$ cat src/rtl/bsg_manycore_host_credit_gate_pkg.sv
// bsg_manycore_host_credit_gate_pkg: fence states and sizing helpers for the host credit gate
package bsg_manycore_host_credit_gate_pkg;

  typedef enum logic [1:0] {IDLE, DRAIN, DONE} bsg_host_credit_gate_state_e;

  localparam int bsg_host_credit_gate_timeout_default_gp = 100000;

  function automatic int bsg_host_credit_width(int max_out_credits);
    return $clog2(max_out_credits + 1);
  endfunction

endpackage

$ cat src/rtl/bsg_fifo_1r1w_small.sv
// bsg_fifo_1r1w_small: registered circular FIFO, one read and one write port, enqueue and dequeue allowed together
module bsg_fifo_1r1w_small #(
  parameter int width_p = 8,
  parameter int els_p = 4,
  localparam int ptr_w_lp = $clog2(els_p),
  localparam int cnt_w_lp = $clog2(els_p + 1)
) (
  input  logic                clk_i,
  input  logic                reset_i,
  input  logic                v_i,
  input  logic [width_p-1:0]  data_i,
  output logic                ready_o,
  output logic                v_o,
  output logic [width_p-1:0]  data_o,
  input  logic                yumi_i,
  output logic [cnt_w_lp-1:0] count_o
);

  logic [width_p-1:0]  mem_r [els_p];
  logic [ptr_w_lp-1:0] rd_r, wr_r;
  logic [cnt_w_lp-1:0] cnt_r;
  logic enq, deq;

  assign ready_o = cnt_r != cnt_w_lp'(els_p);
  assign v_o = cnt_r != '0;
  assign enq = v_i & ready_o;
  assign deq = yumi_i & v_o;
  assign data_o = mem_r[rd_r];
  assign count_o = cnt_r;

  // pointers wrap at els_p so non-power-of-two depths work
  always_ff @(posedge clk_i or posedge reset_i)
    if (reset_i) begin
      rd_r <= '0;
      wr_r <= '0;
      cnt_r <= '0;
    end else begin
      if (enq) wr_r <= (wr_r == ptr_w_lp'(els_p - 1)) ? '0 : wr_r + 1'b1;
      if (deq) rd_r <= (rd_r == ptr_w_lp'(els_p - 1)) ? '0 : rd_r + 1'b1;
      cnt_r <= cnt_r + cnt_w_lp'(enq) - cnt_w_lp'(deq);
    end

  // storage needs no reset; occupancy alone says what is valid
  always_ff @(posedge clk_i)
    if (enq) mem_r[wr_r] <= data_i;

endmodule

$ cat src/rtl/bsg_manycore_host_credit_gate.sv
// bsg_manycore_host_credit_gate: buffers host requests, launches them under a credit limit, fences until drained (optional BSG_HOST_CREDIT_GATE_TIMEOUT_EN adds a stall timeout)
module bsg_manycore_host_credit_gate
  import bsg_manycore_host_credit_gate_pkg::*;
#(
  parameter int packet_width_p = 128,
  parameter int max_out_credits_p = 16,
  parameter int fifo_els_p = 4,
`ifdef BSG_HOST_CREDIT_GATE_TIMEOUT_EN
  parameter int timeout_cycles_p = bsg_host_credit_gate_timeout_default_gp,
`endif
  localparam int credit_width_lp = bsg_host_credit_width(max_out_credits_p),
  localparam int cnt_w_lp = $clog2(fifo_els_p + 1)
) (
  input  logic                       clk_i,
  input  logic                       reset_i,
  input  logic                       req_v_i,
  input  logic [packet_width_p-1:0]  req_packet_i,
  output logic                       req_ready_o,
  output logic                       link_v_o,
  output logic [packet_width_p-1:0]  link_packet_o,
  input  logic                       link_ready_i,
  input  logic                       credit_return_v_i,
  input  logic                       fence_v_i,
  output logic                       fence_busy_o,
  output logic                       fence_done_o,
  output logic [credit_width_lp-1:0] credits_used_o,
  output logic                       underflow_err_o
`ifdef BSG_HOST_CREDIT_GATE_TIMEOUT_EN
  ,
  output logic                       timeout_o
`endif
);

  bsg_host_credit_gate_state_e state_r;
  logic [credit_width_lp-1:0] credits_r, credits_n;
  logic [cnt_w_lp-1:0] count, count_n;
  logic underflow_r, fifo_ready, fifo_v, launch, enq, lone_return;

  bsg_fifo_1r1w_small #(.width_p(packet_width_p), .els_p(fifo_els_p)) buffer (
    .clk_i(clk_i),
    .reset_i(reset_i),
    .v_i(req_v_i & req_ready_o),
    .data_i(req_packet_i),
    .ready_o(fifo_ready),
    .v_o(fifo_v),
    .data_o(link_packet_o),
    .yumi_i(launch),
    .count_o(count)
  );

  assign req_ready_o = ~reset_i & fifo_ready & (state_r == IDLE);
  assign enq = req_v_i & req_ready_o;
  assign link_v_o = fifo_v & (credits_r < credit_width_lp'(max_out_credits_p));
  assign launch = link_v_o & link_ready_i;
  assign lone_return = credit_return_v_i & ~launch;
  assign count_n = count + cnt_w_lp'(enq) - cnt_w_lp'(launch);
  assign fence_busy_o = state_r == DRAIN;
  assign fence_done_o = state_r == DONE;
  assign credits_used_o = credits_r;
  assign underflow_err_o = underflow_r;

  // a return with no outstanding credit is dropped rather than wrapping the counter
  always_comb
    credits_n = (launch & ~credit_return_v_i) ? credits_r + 1'b1 :
                (lone_return & credits_r != '0) ? credits_r - 1'b1 : credits_r;

  // credit count, sticky underflow and fence sequencing; drain completion looks at next-cycle occupancy
  always_ff @(posedge clk_i or posedge reset_i)
    if (reset_i) begin
      credits_r <= '0;
      underflow_r <= 1'b0;
      state_r <= IDLE;
    end else begin
      credits_r <= credits_n;
      if (lone_return & credits_r == '0) underflow_r <= 1'b1;
      state_r <= (state_r == IDLE) ? (fence_v_i ? DRAIN : IDLE) :
                 (state_r == DRAIN) ? ((count_n == '0 && credits_n == '0) ? DONE : DRAIN) : IDLE;
    end

`ifdef BSG_HOST_CREDIT_GATE_TIMEOUT_EN
  logic [31:0] timer_r, timer_n;
  logic timeout_r;

  assign timer_n = (launch | credit_return_v_i) ? '0 : (credits_r != '0 | fifo_v) ? timer_r + 1 : timer_r;
  assign timeout_o = timeout_r;

  // idle-progress watchdog: any link activity restarts it, pending work advances it
  always_ff @(posedge clk_i or posedge reset_i)
    if (reset_i) begin
      timer_r <= '0;
      timeout_r <= 1'b0;
    end else begin
      timer_r <= timer_n;
      if (~timeout_r && timer_n == 32'(timeout_cycles_p)) begin
        timeout_r <= 1'b1;
`ifndef SYNTHESIS
        $display("bsg_manycore_host_credit_gate: no link progress for %0d cycles", timeout_cycles_p);
`endif
      end
    end
`endif

endmodule

$ cat config.mk
export PLATFORM = sky130hd
export DESIGN_NAME = bsg_manycore_host_credit_gate
export DESIGN_NICKNAME = d
export VERILOG_FILES = /design/src/rtl/bsg_manycore_host_credit_gate_pkg.sv /design/src/rtl/bsg_fifo_1r1w_small.sv /design/src/rtl/bsg_manycore_host_credit_gate.sv
export SDC_FILE = /design/constraint.sdc
export NUM_CORES = 1
export LEC_CHECK = 0
export BUFFER_PORTS_ARGS = -buffer_cell sky130_fd_sc_hd__buf_2
export CAP_MARGIN = 20
export CORE_ASPECT_RATIO = 0.75
export CORE_MARGIN = 2
export CORE_UTILIZATION = 60
export CTS_CLUSTER_DIAMETER = 200
export DETAILED_ROUTE_END_ITERATION = 12
export HOLD_SLACK_MARGIN = 0.05
export PLACE_DENSITY = 0.81
export SLEW_MARGIN = 20
export SYNTH_ARGS = -nofsm -noshare
export SYNTH_HDL_FRONTEND = slang
export SYNTH_HIERARCHICAL = 1
export SYNTH_SLANG_ARGS = --single-unit
export TNS_END_PERCENT = 30
$ cat constraint.sdc
create_clock -name clk_i -period 14.6 [get_ports clk_i]
set_input_delay 0.73 -clock clk_i [delete_from_list [all_inputs] [get_ports clk_i]]
set_output_delay 0.73 -clock clk_i [all_outputs]
set_load 0.02 [all_outputs]
* After elaboration in Yosys (flattened, before gate mapping)
Memories as Yosys holds them, arrays and structs flattened.
Index checks and enable logic that the tools add are counted.
** Storage, ports and cells
- Bits in registers :: 15
- Logic and storage cells :: 52
- Output and inout bits :: 138
- Input bits :: 134
- Memories :: 1
- Bits in writable memories :: 512
** Cells by class
- Magnitude comparators :: 1
- Equality and inequality tests :: 5
- Bitwise operators :: 14
- $add $sub $neg :: 8
- Reductions and logical operators :: 7
- Muxes and demuxes :: 10
** Memory list
- buffer.mem_r :: depth 4, bits a word 128, rd ports 1, clocked after Yosys merged registers in 0, wr ports 1, RTL line bsg_fifo_1r1w_small.sv:19 : logic [width_p-1:0] mem_r [els_p];
** Operators by type and width (number)
- bitwise AND 1 bit :: 11
- zero test 5 bit :: 2
- 2-to-1 mux 2 bit :: 5
- 2-to-1 mux 5 bit :: 2
- adder 3 x 1 -> 3 bit :: 2
- == test 2 bit (second input constant) :: 3
- subtractor 3 x 1 -> 3 bit :: 2
- adder 5 x 1 -> 5 bit (second input constant) :: 1
- < comparator 5 bit (second input constant) :: 1
- nonzero test 5 bit :: 1
- subtractor 5 x 1 -> 5 bit (second input constant) :: 1
- adder 2 x 1 -> 2 bit (second input constant) :: 2
- zero test 3 bit :: 1
- 2-to-1 mux 1 bit :: 3
- != test 3 bit (second input constant) :: 1
- NOT 1 bit :: 3
- nonzero test 3 bit :: 1
- == test 2 x 1 -> 1 bit (second input constant) :: 1
- zero test 2 bit :: 1
- logical AND 1 bit :: 1

* Longest topological paths before layout
Gate-level depths: netlist of the first run.
- Word-level depth :: 13
- Mapped depth :: 12
- Gate-level depth less buffers :: 12

* Cells and area by module
The synthesis of the first run kept the hierarchy.
** Modules (own cells, without submodules)
- bsg_fifo_1r1w_small :: cells an instance 709, area an instance 18906.9 um^2, seq. area each 15549.9 um^2, instances 1
- bsg_manycore_host_credit_gate :: cells an instance 70, area an instance 719.4 um^2, seq. area each 200.2 um^2, instances 1

* Worst setup path before layout of the first run
OpenSTA, ideal clock, no wires.
- Path type :: input-to-reg
- From :: in reset_i
- To :: mem buffer/mem_r[0][0] in the netlist's numbering, enable pin
- Library setup time :: 502 ps
- Required time :: 14098 ps
- Stages on the path :: 5
- Setup slack :: 8965 ps
- Buffers on the path :: 0
- Arrival :: 5132 ps
- Cells stage by stage :: nor4b_1 > nand2_1 > inv_1 > a21boi_1 > and2_1
** Between the ends
- Cells in the longest elaborated chain, start to end :: 7
** RTL lines
- from (decl) :: RTL line bsg_manycore_host_credit_gate.sv:15 : input logic reset_i,
- NOT 1 bit :: RTL line bsg_manycore_host_credit_gate.sv:51 : assign req_ready_o = ~reset_i & fifo_ready & (state_r == IDLE);
- bitwise AND 1 bit (2 in series) :: RTL line bsg_manycore_host_credit_gate.sv:51
- bitwise AND 1 bit
- net enq :: RTL line bsg_manycore_host_credit_gate.sv:37 : logic underflow_r, fifo_ready, fifo_v, launch, enq, lone_return;
- bitwise AND 1 bit :: RTL line bsg_fifo_1r1w_small.sv:26 : assign enq = v_i & ready_o;
- net buffer.enq :: RTL line bsg_fifo_1r1w_small.sv:22 : logic enq, deq;
- 2-to-1 mux 1 bit :: RTL line bsg_fifo_1r1w_small.sv:45 : if (enq) mem_r[wr_r] <= data_i;
- 2-to-1 mux 1 bit (not written as such) :: RTL line bsg_fifo_1r1w_small.sv:45
- to (decl) :: RTL line bsg_fifo_1r1w_small.sv:19
The timed path passes the listed nets, and every way through them passes these cells.

* Final worst setup path of the first run
- From :: reg buffer.rd_r[0]
- To :: out link_packet_o[68]
** Between the ends
- Cells in the longest elaborated chain, start to end :: 1
** RTL lines
- from (decl) :: RTL line bsg_fifo_1r1w_small.sv:20 : logic [ptr_w_lp-1:0] rd_r, wr_r;
- from (signal assigned) :: RTL line bsg_fifo_1r1w_small.sv:39 : if (deq) rd_r <= (rd_r == ptr_w_lp'(els_p - 1)) ? '0 : rd_r + 1'b1;
- memory (4 x 128 bit)
- to (decl) :: RTL line bsg_manycore_host_credit_gate.sv:20 : output logic [packet_width_p-1:0] link_packet_o,
No other way between the ends.

==> flow_summary.json, run 1 <==
{
  "start_util_pct": 60.7,
  "antenna_found_initial": 14,
  "holdBufCountCts": 0,
  "hp-class": "in -> async",
  "synthMuxAreaShare_pct": 15.0,
  "ios": 272,
  "grt_setup_unrepaired": "no",
  "synth_common_cells": "512 x edfxtp_1, 128 x mux4_2, 16 x inv_1",
  "cap_viol_max_count": 0,
  "drive_gt1_share_pct": 45.3,
  "clk_pin_slew_ns": 0.07,
  "synthXorXnorAreaFrac_pct": 0.179,
  "synth_top_area_share_pct": 78.3,
  "arrival_ns": 3.58,
  "power.total_mw": 4.19,
  "final.period_utilization_pct": 29.5,
  "placedCellCount": 1469,
  "worst_slack_ns": 10.29,
  "vias": 8986,
  "ys_seq_area_share_pct": 80.2,
  "synth_edf_count": 512,
  "cp.required_ns": 13.87,
  "die_area_um2": 34200,
  "setup_viol": 0,
  "drc": 0,
  "detail-route-antenna-nets": 0,
  "first_pass_iters": 5,
  "crit_path_end_kind": "output port",
  "grt_max_degree": 69,
  "utilization_pct": 71.2,
  "dpl_cell_area_um2": 21400,
  "syn-num-nets": 926,
  "yosys.area_share.adder_pct": 0.905,
  "fp-row-count": 57,
  "power.density_nw_per_um2": 182,
  "io_buffers": 271,
  "cts_buffers": 48,
  "hold_viol_final": 0,
  "startpoint": "buffer/rd_r[0]",
  "clock.fmax_mhz": 232,
  "via_per_inst": 5.75,
  "p_leak_nw": 7.81,
  "fin_worst_skew_ns": 0.0129,
  "stdcell_area_um2": 23000,
  "min_period_ns": 4.31,
  "synth_compound_area_share_pct": 0.676,
  "synthTopCellsByArea": "edfxtp_1 78%, mux4_2 15%, dfrtp_1 1.9%",
  "cts_resized": 0,
  "drv_slew": 0,
  "slew-limit-headroom_pct": 28.9,
  "fp.dieH_um": 161,
  "layout-area-overhead-vs-synth_pct": 17.2,
  "yosysWarnings": 6,
  "hold_ws_ns": 0.118,
  "synth_ff_type": "edfxtp_1",
  "nets": 1224,
  "pre_cts_ws_ns": 10.20,
  "regArea_um2": 15800,
  "grt_overflow": 0,
  "start_kind": "flip-flop",
  "grt_usage_pct": 22.8,
  "fin_setup_tns_ns": 0,
  "reg2reg_from": "buffer/count_o[1]",
  "multi_input_area_um2": 3600,
  "clk_latency_ns": 0.56,
  "place_congestion": 0.815,
  "grt_pass1_wl_um": 57000,
  "postSynthAreaPerCell_um2": 25.2,
  "status": "completed",
  "busiest_layer": "met2",
  "die_w_um": 213,
  "nFillCells": 1903,
  "first_global_vias": 9483,
  "clock_sinks": 527,
  "grt_use_met2_pct": 36.5,
  "synth.most_common_cell": "edfxtp_1",
  "synth_top_family_by_area": "multiplexers",
  "cts_tree": "yes",
  "synth_area_leader_cell": "edfxtp_1",
  "ys_async_sr_fraction_pct": 2.85,
  "r2r_slack_ns": 10.65,
  "wl_um": 37900,
  "synthCells": 779,
  "yosysUniqueCellTypes": 48,
  "grt.met1_usage_pct": 30.3,
  "path_max_fanout": 52,
  "cts_buffer_depth": 3,
  "dpl.hpwl_um": 22200,
  "critical_path_class": "reg -> out",
  "drt_iter0_drc": 684,
  "syn-cell-area_um2": 19600,
  "coreArea_um2": 32300,
  "cts_setup_buffers": 0,
  "tightest_slew_ns": 1.07,
  "worst_ir_drop_vdd_uv": 162,
  "wl_per_cell_um": 24.2,
  "fin_cells": 1562,
  "ys_ff_latch": 527,
  "globalRouteMet3Util_pct": 8.25,
  "htree_levels": 2,
  "cts_root_buf": "clkbuf_16",
  "synth_simple_gate_area_share_pct": 1.56
}
==> sequential cells by signal, summed over array words and instances (netlist names) <==
| register | flops |
|---|---|
| buffer/count_o | 3 |
| buffer/mem_r | 512 |
| buffer/rd_r | 2 |
| buffer/wr_r | 2 |
| credits_used_o | 5 |
| state_r | 2 |
| underflow_err_o | 1 |
==> where the power goes <==
part | switching [mW] | internal [mW] | leakage (nW)
Sequential | 0.0877 | 1.69 | 4.78
Combinational | 0.632 | 0.508 | 2.27
Clock | 0.527 | 0.738 | 0.772
Total | 1.25 | 2.94 | 7.81
==> logic make-up (layout without fill, tap and decap cells) <==
group | after synthesis | after routing
mux | 133 | 133
other cells | 0 | 9
compound gates | 15 | 15
xor+xnor | 4 | 4
buf+inv | 47 | 379
flops | 527 | 527
fa+ha+maj | 13 | 13
simple gates | 40 | 40
==> cell usage in the layout (no fill, tap or decap), types with 4 or more instances in the layout <==
cell | Yosys | layout
and2_4 | 0 | 4
buf_2 | 14 | 271
buf_4 | 2 | 5
bufinv_16 | 0 | 7
clkbuf_1 | 3 | 8
clkbuf_16 | 0 | 49
clkinv_1 | 0 | 7
clkinv_2 | 0 | 7
dfrtp_1 | 15 | 13
diode_2 | 0 | 9
edfxtp_1 | 512 | 512
ha_1 | 11 | 11
inv_1 | 16 | 16
mux2_2 | 4 | 4
mux4_2 | 128 | 128
nand2_1 | 5 | 5
nor2_1 | 5 | 5
nor2b_1 | 4 | 4
==> path summary, 6_finish.rpt <==
path	depth (start not counted)	to
max	4	link_packet_o[68]
min	2	buffer/rd_r[0]
max reg2reg	8	buffer/mem_r[3][75]
min reg2reg	1	underflow_err_o
max in group asynchronous	2	buffer/rd_r[1]
min in group clk_i	1	buffer/mem_r[1][107]
==> per-layer routing <==
layer	vias up	part of all wire, %
li1	3926	-
met5	-	0.24
met3	68	9.4
met1	4674	39
met4	12	1.8
met2	306	49
==> critical path: stages (launching register included) <==
cell and delay, ns:
dfrtp_4 0.80, buf_6 0.63, buf_6 0.67, mux4_2 0.62
buf_2 0.18
==> area by class of cell <==
class / count / area share [%]
diodes: 9 / 0.0979
clock buffers: 57 / 5.46
clock inverters: 27 / 1.40
inverters: 17 / 0.288
multi-input cells: 205 / 15.7
flip-flops and latches: 527 / 68.5
well taps: 442 / 2.41
repair buffers: 278 / 6.16
(Power assumes the default switching activity.)
==> inputs of run 2 (changes only) <==
--- a/config.mk
+++ b/config.mk
@@ -5,15 +5,16 @@
 export SDC_FILE = /design/constraint.sdc
 export NUM_CORES = 1
 export LEC_CHECK = 0
+export ABC_AREA = 1
 export BUFFER_PORTS_ARGS = -buffer_cell sky130_fd_sc_hd__buf_2
 export CAP_MARGIN = 20
 export CORE_ASPECT_RATIO = 0.75
 export CORE_MARGIN = 2
-export CORE_UTILIZATION = 60
+export CORE_UTILIZATION = 58
 export CTS_CLUSTER_DIAMETER = 200
 export DETAILED_ROUTE_END_ITERATION = 12
 export HOLD_SLACK_MARGIN = 0.05
-export PLACE_DENSITY = 0.81
+export PLACE_DENSITY = 0.78
 export SLEW_MARGIN = 20
 export SYNTH_ARGS = -nofsm -noshare
 export SYNTH_HDL_FRONTEND = slang
==> constraint.sdc (replaced) <==
create_clock -name clk_i -period 4.4 [get_ports clk_i]
set_input_delay 0.22 -clock clk_i [delete_from_list [all_inputs] [get_ports clk_i]]
set_output_delay 0.22 -clock clk_i [all_outputs]
set_load 0.02 [all_outputs]
==> run 2 against run 1 <==
Synthesized cell count is 110% higher. Critical endpoint is now link_packet_o[108]. Routed wire length increased by 18%. Non-clock buffer count grew 143. Largest power group unchanged.
==> flow_summary.json, run 2 <==
{
  "status": "completed",
  "startpoint": "buffer/rd_r[1]",
  "synth_area_leader_cell": "edfxtp_1",
  "hp-class": "in -> reg",
  "cts_root_buf": "clkbuf_16",
  "crit_path_end_kind": "output port",
  "via_per_inst": 5.20,
  "place_congestion": 0.801,
  "synth_ff_type": "edfxtp_1",
  "fp.dieH_um": 171,
  "io_buffers": 271,
  "cap_viol_max_count": 0,
  "drv_slew": 0,
  "ios": 272,
  "antenna_found_initial": 3,
  "synth_common_cells": "512 x edfxtp_1, 424 x nand2_1, 286 x inv_1",
  "first_global_vias": 13300,
  "p_leak_nw": 10.4,
  "nets": 2178,
  "layout-area-overhead-vs-synth_pct": 21.0,
  "clock.fmax_mhz": 309,
  "synth_top_area_share_pct": 71.6,
  "clk_pin_slew_ns": 0.06,
  "critical_path_class": "reg -> out",
  "htree_levels": 2,
  "die_area_um2": 38600,
  "grt_overflow": 0,
  "detail-route-antenna-nets": 0,
  "globalRouteMet3Util_pct": 4.89,
  "reg2reg_from": "buffer/count_o[1]",
  "worst_ir_drop_vdd_uv": 599,
  "clk_latency_ns": 0.57,
  "tightest_slew_ns": 1.03,
  "top_register": "buffer/mem_r",
  "clock_sinks": 527,
  "yosysUniqueCellTypes": 29,
  "hold_viol_final": 0,
  "ys_async_sr_fraction_pct": 2.85,
  "clkPwrFrac_pct": 26.2,
  "wl_um": 44500,
  "drt_iter0_drc": 869,
  "final_cell_mix": "512 x edfxtp_1, 424 x nand2_1, 286 x inv_1",
  "min_period_ns": 3.24,
  "largest_reg_flops": 512,
  "dpl.hpwl_um": 24600,
  "grt_use_met2_pct": 39.7,
  "start_kind": "flip-flop",
  "cts_buffers": 49,
  "slew-limit-headroom_pct": 31.0,
  "fp-row-count": 61,
  "cts_buffer_depth": 3,
  "power.density_nw_per_um2": 599,
  "grt.met1_usage_pct": 29.3,
  "hold_ws_ns": 0.0887,
  "grt_pass1_wl_um": 68900,
  "fin_worst_skew_ns": 0.0311,
  "switchingPower_mw": 5.71,
  "grt_max_degree": 107,
  "final.period_utilization_pct": 73.6,
  "cts_tree": "yes",
  "ys_seq_area_share_pct": 73.3,
  "power.share.sequential_pct": 39.3,
  "synth_edf_count": 512,
  "synthTopCellsByArea": "edfxtp_1 72%, o211ai_1 8.9%, nand2_1 7.4%",
  "drc": 0,
  "synthCells": 1645,
  "busiest_layer": "met2",
  "ys_ff_latch": 527,
  "grt_usage_pct": 23.0,
  "die_w_um": 226,
  "arrival_ns": 3.02,
  "internal_power_mw": 9.86,
  "yosysWarnings": 6,
  "path_max_fanout": 63,
  "wl_per_cell_um": 17.3,
  "syn-num-nets": 1792,
  "setup_viol": 0,
  "grt_setup_unrepaired": "no",
  "worst_slack_ns": 1.16,
  "pre_cts_ws_ns": 1.50,
  "cts_resized": 0,
  "drive_gt1_share_pct": 18.4,
  "final_common_cell": "edfxtp_1",
  "coreArea_um2": 36800,
  "syn-cell-area_um2": 21500,
  "start_util_pct": 58.4,
  "min_from": "req_v_i",
  "vias": 13400,
  "first_pass_iters": 7,
  "swShare_pct": 36.6,
  "combPwrFrac_pct": 34.4,
  "postSynthAreaPerCell_um2": 13.1,
  "synth.most_common_cell": "edfxtp_1",
  "cp.required_ns": 4.18
}
-- run 2: cell count changes after synthesis, sizes merged, moves of 4 or more --
cell    before  now
and2         7    0
nor2         5   16
mux2         4    0
nand2        5  430
o211ai       1  256
nand3        0   15
nor2b        4    0
inv         17  290
buf         27   85
mux4       128    0
-- run 2: final timing paths --
check,to,slack (ns),cells after the start
worst max-delay path,link_packet_o[108],1.16,5
worst min-delay path,buffer/wr_r[0],0.09,5
worst max register to register,state_r[0],1.47,16
worst min register to register,underflow_err_o,0.48,1
max in group asynchronous,credits_used_o[4],3.95,3
min in group asynchronous,buffer/count_o[0],0.16,3
-- run 2: logic make-up after synthesis --
kind of cell | after synthesis | synth area share, %
buffers and inverters | 377 | 7.99
and+or+nand+nor | 465 | 8.62
AOI/OAI and AO/OA | 259 | 9.05
adders and majority gates | 13 | 0.827
xor gates and xnor gates | 4 | 0.163
DFF | 527 | 73.3
-- run 2: metal layers --
layer  up-vias  wire length (um)
met3        76              2620
met4         0              1090
met5         -                 0
met1      6479             18500
met2       361             22300
li1       6452                 -
-- run 2: repair_timing --
action	CTS	global route
hold buffers	131	0
hold endpoints to repair	529	0
setup buffers	0	0
-- run 2: power by group through the flow --
stage	Combinational, mW	Clock [mW]	Sequential (mW)
floorplan	3.99	0	6.04
global placement	5.12	0	6.21
detailed placement	5.24	0	6.23
CTS	5.36	4.13	6.12
global route	5.86	4.32	6.16
finish	5.36	4.08	6.12
-- run 2: stage by stage --
step	cell area [um2]	total power, mW	utilization, %	std cells	setup TNS (ns)
CTS	26000	15.6	70.6	2567	0
detailed placement	23100	11.5	62.9	2353	0
finish	26000	15.6	70.6	2570	0
global route	26000	16.3	70.6	2569	0
floorplan	21500	10.0	-	1645	-422.03
global placement	23100	11.3	62.9	2353	0
-- run 2: final cells by class --
class / instances / area (um2)
diodes: 3 / 7.51
clock inverters: 22 / 201
well taps: 504 / 631
multi-input cells: 741 / 4040
fillers: 2421 / 10800
flip-flops and latches: 527 / 15800
repair buffers: 421 / 2940
clock buffers: 61 / 1320
inverters: 291 / 1090
-- run 2: critical path: stages (launching register included) --
cell and delay [ns]:
dfrtp_4 0.75, inv_4 0.71, buf_4 0.48, o211ai_1 0.16, nand2_1 0.14, buf_2 0.18
